--- src/rtl/line_drawer.sv ---
// line_drawer: rasterises one line segment per request into a stream of
// pixel writes using integer Bresenham stepping. Points outside the active
// area are walked through but never presented on the pixel port.
//
// state | meaning
// ------+-------------------------------------------------------------
// IDLE  | ready high, waiting for start; endpoints latched on start
// SETUP | one cycle: deltas, step directions and initial error computed
// PLOT  | walk the line; on-screen points wait for pixel_ready
module line_drawer #(
  parameter int HOR_ACTIVE_PIXELS = 640,
  parameter int VER_ACTIVE_PIXELS = 480,
  parameter int X_WIDTH           = $clog2(HOR_ACTIVE_PIXELS),
  parameter int Y_WIDTH           = $clog2(VER_ACTIVE_PIXELS)
) (
  input  logic               clk,
  input  logic               reset_n,
  input  logic               start,
  output logic               ready,
  input  logic [X_WIDTH-1:0] x1,
  input  logic [Y_WIDTH-1:0] y1,
  input  logic [X_WIDTH-1:0] x2,
  input  logic [Y_WIDTH-1:0] y2,
  output logic [X_WIDTH-1:0] pixel_x,
  output logic [Y_WIDTH-1:0] pixel_y,
  output logic               pixel_valid,
  input  logic               pixel_ready
);

  // Signed working width: one extra bit for the sign of a coordinate
  // difference and headroom for 2*err.
  localparam int W = ((X_WIDTH > Y_WIDTH) ? X_WIDTH : Y_WIDTH) + 3;

  localparam logic [1:0] S_IDLE  = 2'd0;
  localparam logic [1:0] S_SETUP = 2'd1;
  localparam logic [1:0] S_PLOT  = 2'd2;

  localparam logic signed [W-1:0] ZERO_W = '0;

  logic [1:0]          r_state;
  logic [X_WIDTH-1:0]  r_x1, r_x2, r_cx;
  logic [Y_WIDTH-1:0]  r_y1, r_y2, r_cy;
  logic signed [W-1:0] r_dx, r_dy, r_err;
  logic                r_sx_neg, r_sy_neg;

  logic signed [W-1:0] w_x1_s, w_x2_s, w_y1_s, w_y2_s;
  logic signed [W-1:0] w_ddx, w_ddy, w_dx_abs, w_dy_neg;
  logic signed [W-1:0] w_e2, w_add_x, w_add_y, w_err_next;
  logic                w_step_x, w_step_y;
  logic                w_on_screen, w_advance, w_at_end;
  logic [X_WIDTH-1:0]  w_cx_next;
  logic [Y_WIDTH-1:0]  w_cy_next;

  // Zero-extend the latched endpoints into the signed working width.
  assign w_x1_s = {{(W-X_WIDTH){1'b0}}, r_x1};
  assign w_x2_s = {{(W-X_WIDTH){1'b0}}, r_x2};
  assign w_y1_s = {{(W-Y_WIDTH){1'b0}}, r_y1};
  assign w_y2_s = {{(W-Y_WIDTH){1'b0}}, r_y2};

  assign w_ddx    = w_x2_s - w_x1_s;
  assign w_ddy    = w_y2_s - w_y1_s;
  assign w_dx_abs = w_ddx[W-1] ? -w_ddx : w_ddx;
  // dy is kept as the negated magnitude, as the error update expects.
  assign w_dy_neg = w_ddy[W-1] ? w_ddy : -w_ddy;

  // Bresenham step decision for the current point.
  assign w_e2       = r_err <<< 1;
  assign w_step_x   = (w_e2 >= r_dy);
  assign w_step_y   = (w_e2 <= r_dx);
  assign w_add_x    = w_step_x ? r_dy : ZERO_W;
  assign w_add_y    = w_step_y ? r_dx : ZERO_W;
  assign w_err_next = r_err + w_add_x + w_add_y;

  // Stepping never leaves the segment, so the input widths cannot wrap.
  assign w_cx_next = !w_step_x ? r_cx :
                     (r_sx_neg ? r_cx - X_WIDTH'(1) : r_cx + X_WIDTH'(1));
  assign w_cy_next = !w_step_y ? r_cy :
                     (r_sy_neg ? r_cy - Y_WIDTH'(1) : r_cy + Y_WIDTH'(1));

  assign w_on_screen = (r_cx < X_WIDTH'(HOR_ACTIVE_PIXELS)) &&
                       (r_cy < Y_WIDTH'(VER_ACTIVE_PIXELS));
  // Off-screen points advance without a handshake.
  assign w_advance   = (r_state == S_PLOT) && (!w_on_screen || pixel_ready);
  assign w_at_end    = (r_cx == r_x2) && (r_cy == r_y2);

  // Outputs decode straight from registered state so reset clears them at once.
  assign ready       = (r_state == S_IDLE);
  assign pixel_valid = (r_state == S_PLOT) && w_on_screen;
  assign pixel_x     = r_cx;
  assign pixel_y     = r_cy;

  // Controller state sequencing.
  always_ff @(posedge clk or negedge reset_n) begin
    if (!reset_n) begin
      r_state <= S_IDLE;
    end else begin
      case (r_state)
        S_IDLE:  if (start) r_state <= S_SETUP;
        S_SETUP: r_state <= S_PLOT;
        S_PLOT:  if (w_advance && w_at_end) r_state <= S_IDLE;
        default: r_state <= S_IDLE;
      endcase
    end
  end

  // Endpoint capture; only an accepted request touches these.
  always_ff @(posedge clk or negedge reset_n) begin
    if (!reset_n) begin
      r_x1 <= '0;
      r_y1 <= '0;
      r_x2 <= '0;
      r_y2 <= '0;
    end else if (r_state == S_IDLE && start) begin
      r_x1 <= x1;
      r_y1 <= y1;
      r_x2 <= x2;
      r_y2 <= y2;
    end
  end

  // Line constants, computed once per segment in SETUP.
  always_ff @(posedge clk or negedge reset_n) begin
    if (!reset_n) begin
      r_dx     <= '0;
      r_dy     <= '0;
      r_sx_neg <= 1'b0;
      r_sy_neg <= 1'b0;
    end else if (r_state == S_SETUP) begin
      r_dx     <= w_dx_abs;
      r_dy     <= w_dy_neg;
      r_sx_neg <= !(r_x1 < r_x2);
      r_sy_neg <= !(r_y1 < r_y2);
    end
  end

  // Walking point and error term: loaded in SETUP, stepped on each advance.
  always_ff @(posedge clk or negedge reset_n) begin
    if (!reset_n) begin
      r_cx  <= '0;
      r_cy  <= '0;
      r_err <= '0;
    end else if (r_state == S_SETUP) begin
      r_cx  <= r_x1;
      r_cy  <= r_y1;
      r_err <= w_dx_abs + w_dy_neg;
    end else if (w_advance && !w_at_end) begin
      r_cx  <= w_cx_next;
      r_cy  <= w_cy_next;
      r_err <= w_err_next;
    end
  end

endmodule
--- config.mk ---
export PLATFORM = sky130hd
export DESIGN_NAME = line_drawer
export DESIGN_NICKNAME = d
export VERILOG_FILES = /design/src/rtl/line_drawer.sv
export SDC_FILE = /design/constraint.sdc
export NUM_CORES = 1
export LEC_CHECK = 0
export ABC_AREA = 1
export CAP_MARGIN = 20
export CORE_MARGIN = 2
export CORE_UTILIZATION = 56
export CTS_CLUSTER_SIZE = 40
export DETAILED_ROUTE_END_ITERATION = 12
export PLACE_DENSITY = 0.86
export SLEW_MARGIN = 25
export SYNTH_ARGS = -nofsm -noshare
export SYNTH_HDL_FRONTEND = slang
export SYNTH_SLANG_ARGS = --single-unit
export TNS_END_PERCENT = 10
--- constraint.sdc ---
create_clock -name clk -period 10.8 [get_ports clk]
set_input_delay 1.62 -clock clk [delete_from_list [all_inputs] [get_ports clk]]
set_output_delay 1.62 -clock clk [all_outputs]
set_load 0.02 [all_outputs]
### After elaboration in Yosys (flattened, before gate mapping)

Index checks and enable logic that the tools add are counted.

| storage, ports and cells | value |
|---|---|
| bits in registers | 100 |
| bits of input ports | 42 |
| logic and storage cells | 71 |

| operators by class | value |
|---|---|
| add/sub/neg operators | 11 |
| $lt $le $gt $ge | 6 |
| equality and inequality tests | 6 |
| mux-type cells | 17 |
| reduce and logical (&&, ||, !) cells | 19 |

Operators by type and width:

| kind | count |
|---|---|
| 13-bit two-way mux | 6 |
| 10-bit two-way mux | 4 |
| 13-bit adder | 3 |
| 9-bit two-way mux | 4 |
| 13-bit greater-or-equal comparator | 1 |
| 13-bit less-or-equal comparator | 1 |
| 10-bit negation with 13-bit output | 1 |
| 11-bit negation with 13-bit output | 1 |
| 10-bit by 10-bit subtractor with 11-bit output | 1 |
| 10-bit by 1-bit adder with 10-bit output, second input constant | 1 |
| 10-bit == test | 1 |
| 10-bit < comparator | 1 |
| 10-bit < comparator, second input constant | 1 |
| 10-bit by 1-bit subtractor with 10-bit output, second input constant | 1 |
| 9-bit by 9-bit subtractor with 10-bit output | 1 |
| 9-bit by 1-bit adder with 9-bit output, second input constant | 1 |
| 9-bit == test | 1 |
| 9-bit < comparator | 1 |
| 9-bit < comparator, second input constant | 1 |
| 9-bit by 1-bit subtractor with 9-bit output, second input constant | 1 |
| 1-bit logical AND | 7 |
| 2-bit case mux with 3 select lines | 1 |
| 2-bit AND reduction | 3 |
| 2-bit nonzero test | 3 |
| other kinds (8) | 12 |

### Depth between registers and ports, before layout

| logic depth | value |
|---|---|
| word-level depth | 8 |
| depth in mapped cells | 29 |

### Worst setup path after synthesis

No wires, ideal clock.

| timing path | value |
|---|---|
| path type | reg-to-reg |
| start | reg r_err[11] |
| end | reg r_err[9] |
| setup time | 0.119 ns |
| arrival time | 3.751 ns |
| required time | 10.681 ns |
| setup slack | 6.930 ns |
| stages on the path, launching flop included | 28 |
| path buffers | 1 |
| period minus slack after synthesis | 3.870 ns |
| cells stage by stage | dfrtp_1 ha_1 nand2_1 nor2_1 inv_1 nor2_1 nand2_1 nand3_1 nand2_1 inv_1 clkbuf_1 nor2_1 fa_1 ha_1 inv_1 fa_1 inv_1 nand3_1 nand2_1 nand2_1 nand2_1 nand2_1 a21oi_1 o21ai_0 nand2_1 nand2_1 a21oi_1 nor3_1 |

| on the way | value |
|---|---|
| longest elaborated chain between the ends | 6 |

Ends and longest elaborated chain:

| element | RTL line | text |
|---|---|---|
| start: declaration | 43 | `logic signed [W-1:0] r_dx, r_dy, r_err;` |
| start signal: assignment | 145 | `r_err <= w_dx_abs + w_dy_neg;` |
| start signal: assignment | 149 | `r_err <= w_err_next;` |
| 13-bit greater-or-equal comparator | 68 | `assign w_step_x = (w_e2 >= r_dy);` |
| 13-bit two-way mux | 70 | `assign w_add_x = w_step_x ? r_dy : ZERO_W;` |
| 13-bit adder | 72 | `assign w_err_next = r_err + w_add_x + w_add_y;` |
| 13-bit adder (*) | 72 |  |
| 13-bit two-way mux (*) | 146 | `end else if (w_advance && !w_at_end) begin` |
| 13-bit two-way mux (*) | 142 | `end else if (r_state == S_SETUP) begin` |

Mark *: on every way between the ends. The rest lies on a longest branch, timed or not. The select of a mux whose other input is x is not followed.
A chain may end at the register's enable or synchronous reset.

### Final worst setup path

| timing path | value |
|---|---|
| start | reg r_err[7] |
| end | reg r_err[9] |

Same word-level chain as after synthesis.

==> results.txt <==
leading cell types by count after synthesis: nand2_1 (324), inv_1 (174), dfrtp_1 (99)
Adder-Cell Fraction of Synth Area: 16.5%
number of hold violations in the final report: 0
maximum number of pins on one net before global-route repair: 54
result of the run: finished, final reports clean
io pins: 63
largest driver fanout on the critical path: 12
beginning of the worst register-to-register path: r_err[7]$_DFFE_PN0P_
Antenna Nets Post-Route: 0
height of the die: 125 µm
largest stage delay on the critical path: 0.53 ns
vias post-DR: 7369
full die area: 0.0156 mm²
Top FF cell, synth: dfrtp_1
Power per Cell Area: 81.0 mW/mm²
class of the most critical hold timing path: register to register
parity-gate share of the synthesized area counting xor and xnor cells: 7.21%
wire length of the first global-routing pass: 34100 µm
count of endpoints failing setup in the final report: 0
data arrival time of the critical path: 4.62 ns
standard-cell rows: 44
slew at the pin closest to its max-slew limit: 0.753 ns
CTS tree: yes
area overhead of the layout relative to synthesis: 13.6%
count of antenna diodes in the layout: 0
first-pass iteration count of the detailed router: 6
dominant combinational cell family by area after synthesis: simple AND/OR/NAND/NOR gates
maximum level of the CTS H-tree: 3
fill cell total of the finished layout: 1235
headroom to the max-slew limit: 49.4%
clock slew seen by the registers of the worst setup and hold paths: 0.07 ns
most numerous cell on the critical path: nand2_1
Synth Warn #: 0
overall global routing resource usage: 26.5%
Starting DRT DRC Count: 612
ys async rst share: 100%
cell with the most instances after synthesis: nand2_1
synthesis-stage register bit count: 99
number of gates given a new drive strength after cts: 0
Crit path buffers/inverters: 4
number of different library cells in the post-synthesis netlist: 47
gr ovfl total: 0
sort of element at the end of the critical path: register
class of the most critical setup path: register to register
fraction of the mapped netlist area in compound gates: 12.2%
worst min-delay path startpoint: r_x1[8]$_DFFE_PN0P_
clock tree sinks: 99
Post-CTS Repair Setup Buffers: 0
synthesized netlist cell count: 1122
kind of cell with the highest combined delay on the critical path: adder cells
minimum period implied by the final worst setup slack: 4.35 ns
ratio of final minimum period to clock period: 40.3%
area of the placeable core: 0.0144 mm²
antenna violations before repair: 0
HPWL Detailed: 15200 µm
maximum clock frequency: 0.230 GHz
Post-Synthesis Cell Area: 0.00820 mm²
Post-synth EDFFs: 0
dominant cell type by area after synthesis: dfrtp_1
worst hold slack: 0.491 ns
die boundary width: 125 µm
cells taking the most area after synthesis: dfrtp_1 (30%), nand2_1 (15%), ha_1 (12%), inv_1 (8.0%), o21ai_0 (4.6%)
number of buffers between clock root and the deepest sink: 2
Max rail drop VDD: 0.0853 mV
RSZ-0062 raised after global routing: no
net total in the final layout: 1318
final sum of negative setup slack: 0 ns
number of max-slew violations in the final report: 0
share of layout cells above drive strength 1: 5.07%
final wirelength: 19800 µm
number of buffers created by CTS: 9
initial core utilization: 56.9%
crit path from: r_err[7]$_DFFE_PN0P_
routed vias/inst: 5.39
# Max-Cap Violations: 0
average wire per standard cell: 14.5 µm
post-route DRC violation count: 0
routability congestion estimate from global placement: 0.931
Port-buffer cells: 62
hold_buf cts: 0
Post-Syn Nets: 1262
vias in the first global route: 7257
reported leakage power: 4.90 nW
portion of synthesized cell area occupied by the leading cell type: 30.2%
startpoint type of the worst setup path: register
share of the yosys chip area belonging to registers: 30.2%
worst-skew pair later-pin latency: 0.35 ns
Post-Route Skew: 0.00806 ns
Critical-path top delay cell: fa_1
mean cell area of the mapped netlist: 7.31 µm²
endpoint required time on the critical path: 11.07 ns
Root Buffer Master: clkbuf_16
share of synthesized area spent on multiplexers: 0%
basic-gate share of the synthesized area counting and, or, nand and nor cells: 24.4%
## cells in the final DEF (no fill, tap or decap), types with 2 or more instances in the layout
cell type and n:
nand2_1 324, inv_1 174, clkinv_1 4, fa_1 17, o21ai_1 7, ha_1 81
clkbuf_16 9, nand3_1 52, or2_2 8, a21oi_2 5, bufinv_16 2, o21ai_2 3
buf_4 5, a21oi_1 57, nor3_1 11, nand4_1 13, nor4_1 2, o2111ai_1 2
o21bai_1 6, nor2_2 3, a31oi_1 6, inv_2 7, o22ai_1 3, nand3b_1 5
xnor2_2 2, clkdlybuf4s50_1 61, xor2_2 2, o21a_1 2, inv_6 3, xor2_1 39
dfrtp_1 99, o211ai_1 7, o21ai_0 76, nand2_2 6, xnor2_1 18, nor2_1 48
## layer usage
layer  part of all wire (%)  track usage, %  vias to the layer above
li1                       -               -                     3696
met1                     46            37.2                     3396
met2                     45            41.8                      239
met3                    6.5            3.85                       38
met4                    2.8            10.1                        0
met5                      0               0                        -
## cell families after synthesis
| family | after synthesis |
|---|---|
| compound gates | 179 |
| xor+xnor | 62 |
| fa+ha+maj | 98 |
| buf+inv | 206 |
| flops | 99 |
| simple gates | 478 |
## layout make-up
type,count,area [µm²],area share (%)
Multi-Input combinational cell,817,4940,53.1
Sequential cell,99,2480,26.6
Inverter,185,694,7.45
Timing Repair Buffer,66,648,6.96
Tap cell,184,230,2.47
Clock buffer,10,229,2.46
Clock inverter,6,95.1,1.02
## worst paths after layout
| path | to | slack [ns] | depth (start not counted) |
|---|---|---|---|
| worst max-delay path | r_err[9]$_DFFE_PN0P_ | 6.45 | 27 |
| worst min-delay path | pixel_x[8]$_DFFE_PN0P_ | 0.49 | 2 |
| worst max register to register | r_err[9]$_DFFE_PN0P_ | 6.45 | 27 |
| worst min register to register | pixel_x[8]$_DFFE_PN0P_ | 0.49 | 2 |
| max in group asynchronous | r_err[10]$_DFFE_PN0P_ | 8.36 | 2 |
| min in group asynchronous | r_err[2]$_DFFE_PN0P_ | 1.29 | 1 |
## report_power, final
| group | switching [W] | internal (W) | total (W) |
|---|---|---|---|
| logic | 0.0000127 | 0.0000155 | 0.0000282 |
| registers | 0.000000920 | 0.000371 | 0.000372 |
| clock network | 0.000149 | 0.000206 | 0.000355 |
| total | 0.000162 | 0.000593 | 0.000755 |
## metrics by stage
stage                     cells  total power, W  worst slack (ns)  util, %  area, µm²
after floorplan            1122        0.000384              6.93        -       8200
after global placement     1351        0.000407              6.74     62.4       8990
after detailed placement   1351        0.000408              6.56     62.4       8990
after CTS                  1367        0.000761              6.52     64.6       9320
after global routing       1367        0.000778              5.95     64.6       9320
final                      1367        0.000755              6.45     64.6       9320
## state kept, by name (all words and copies together) (netlist names)
name      flops
r_dx         13
r_y2          9
r_x2         10
r_state       2
r_sx_neg      1
r_dy         13
r_x1         10
r_err        12
r_sy_neg      1
pixel_y       9
r_y1          9
pixel_x      10
## tightest hold or removal path, cell delays in order (launching register included)
cell and delay (ns):
dfrtp_1 0.34, nand2_1 0.05, nand3_1 0.07
(Power assumes the default switching activity.)
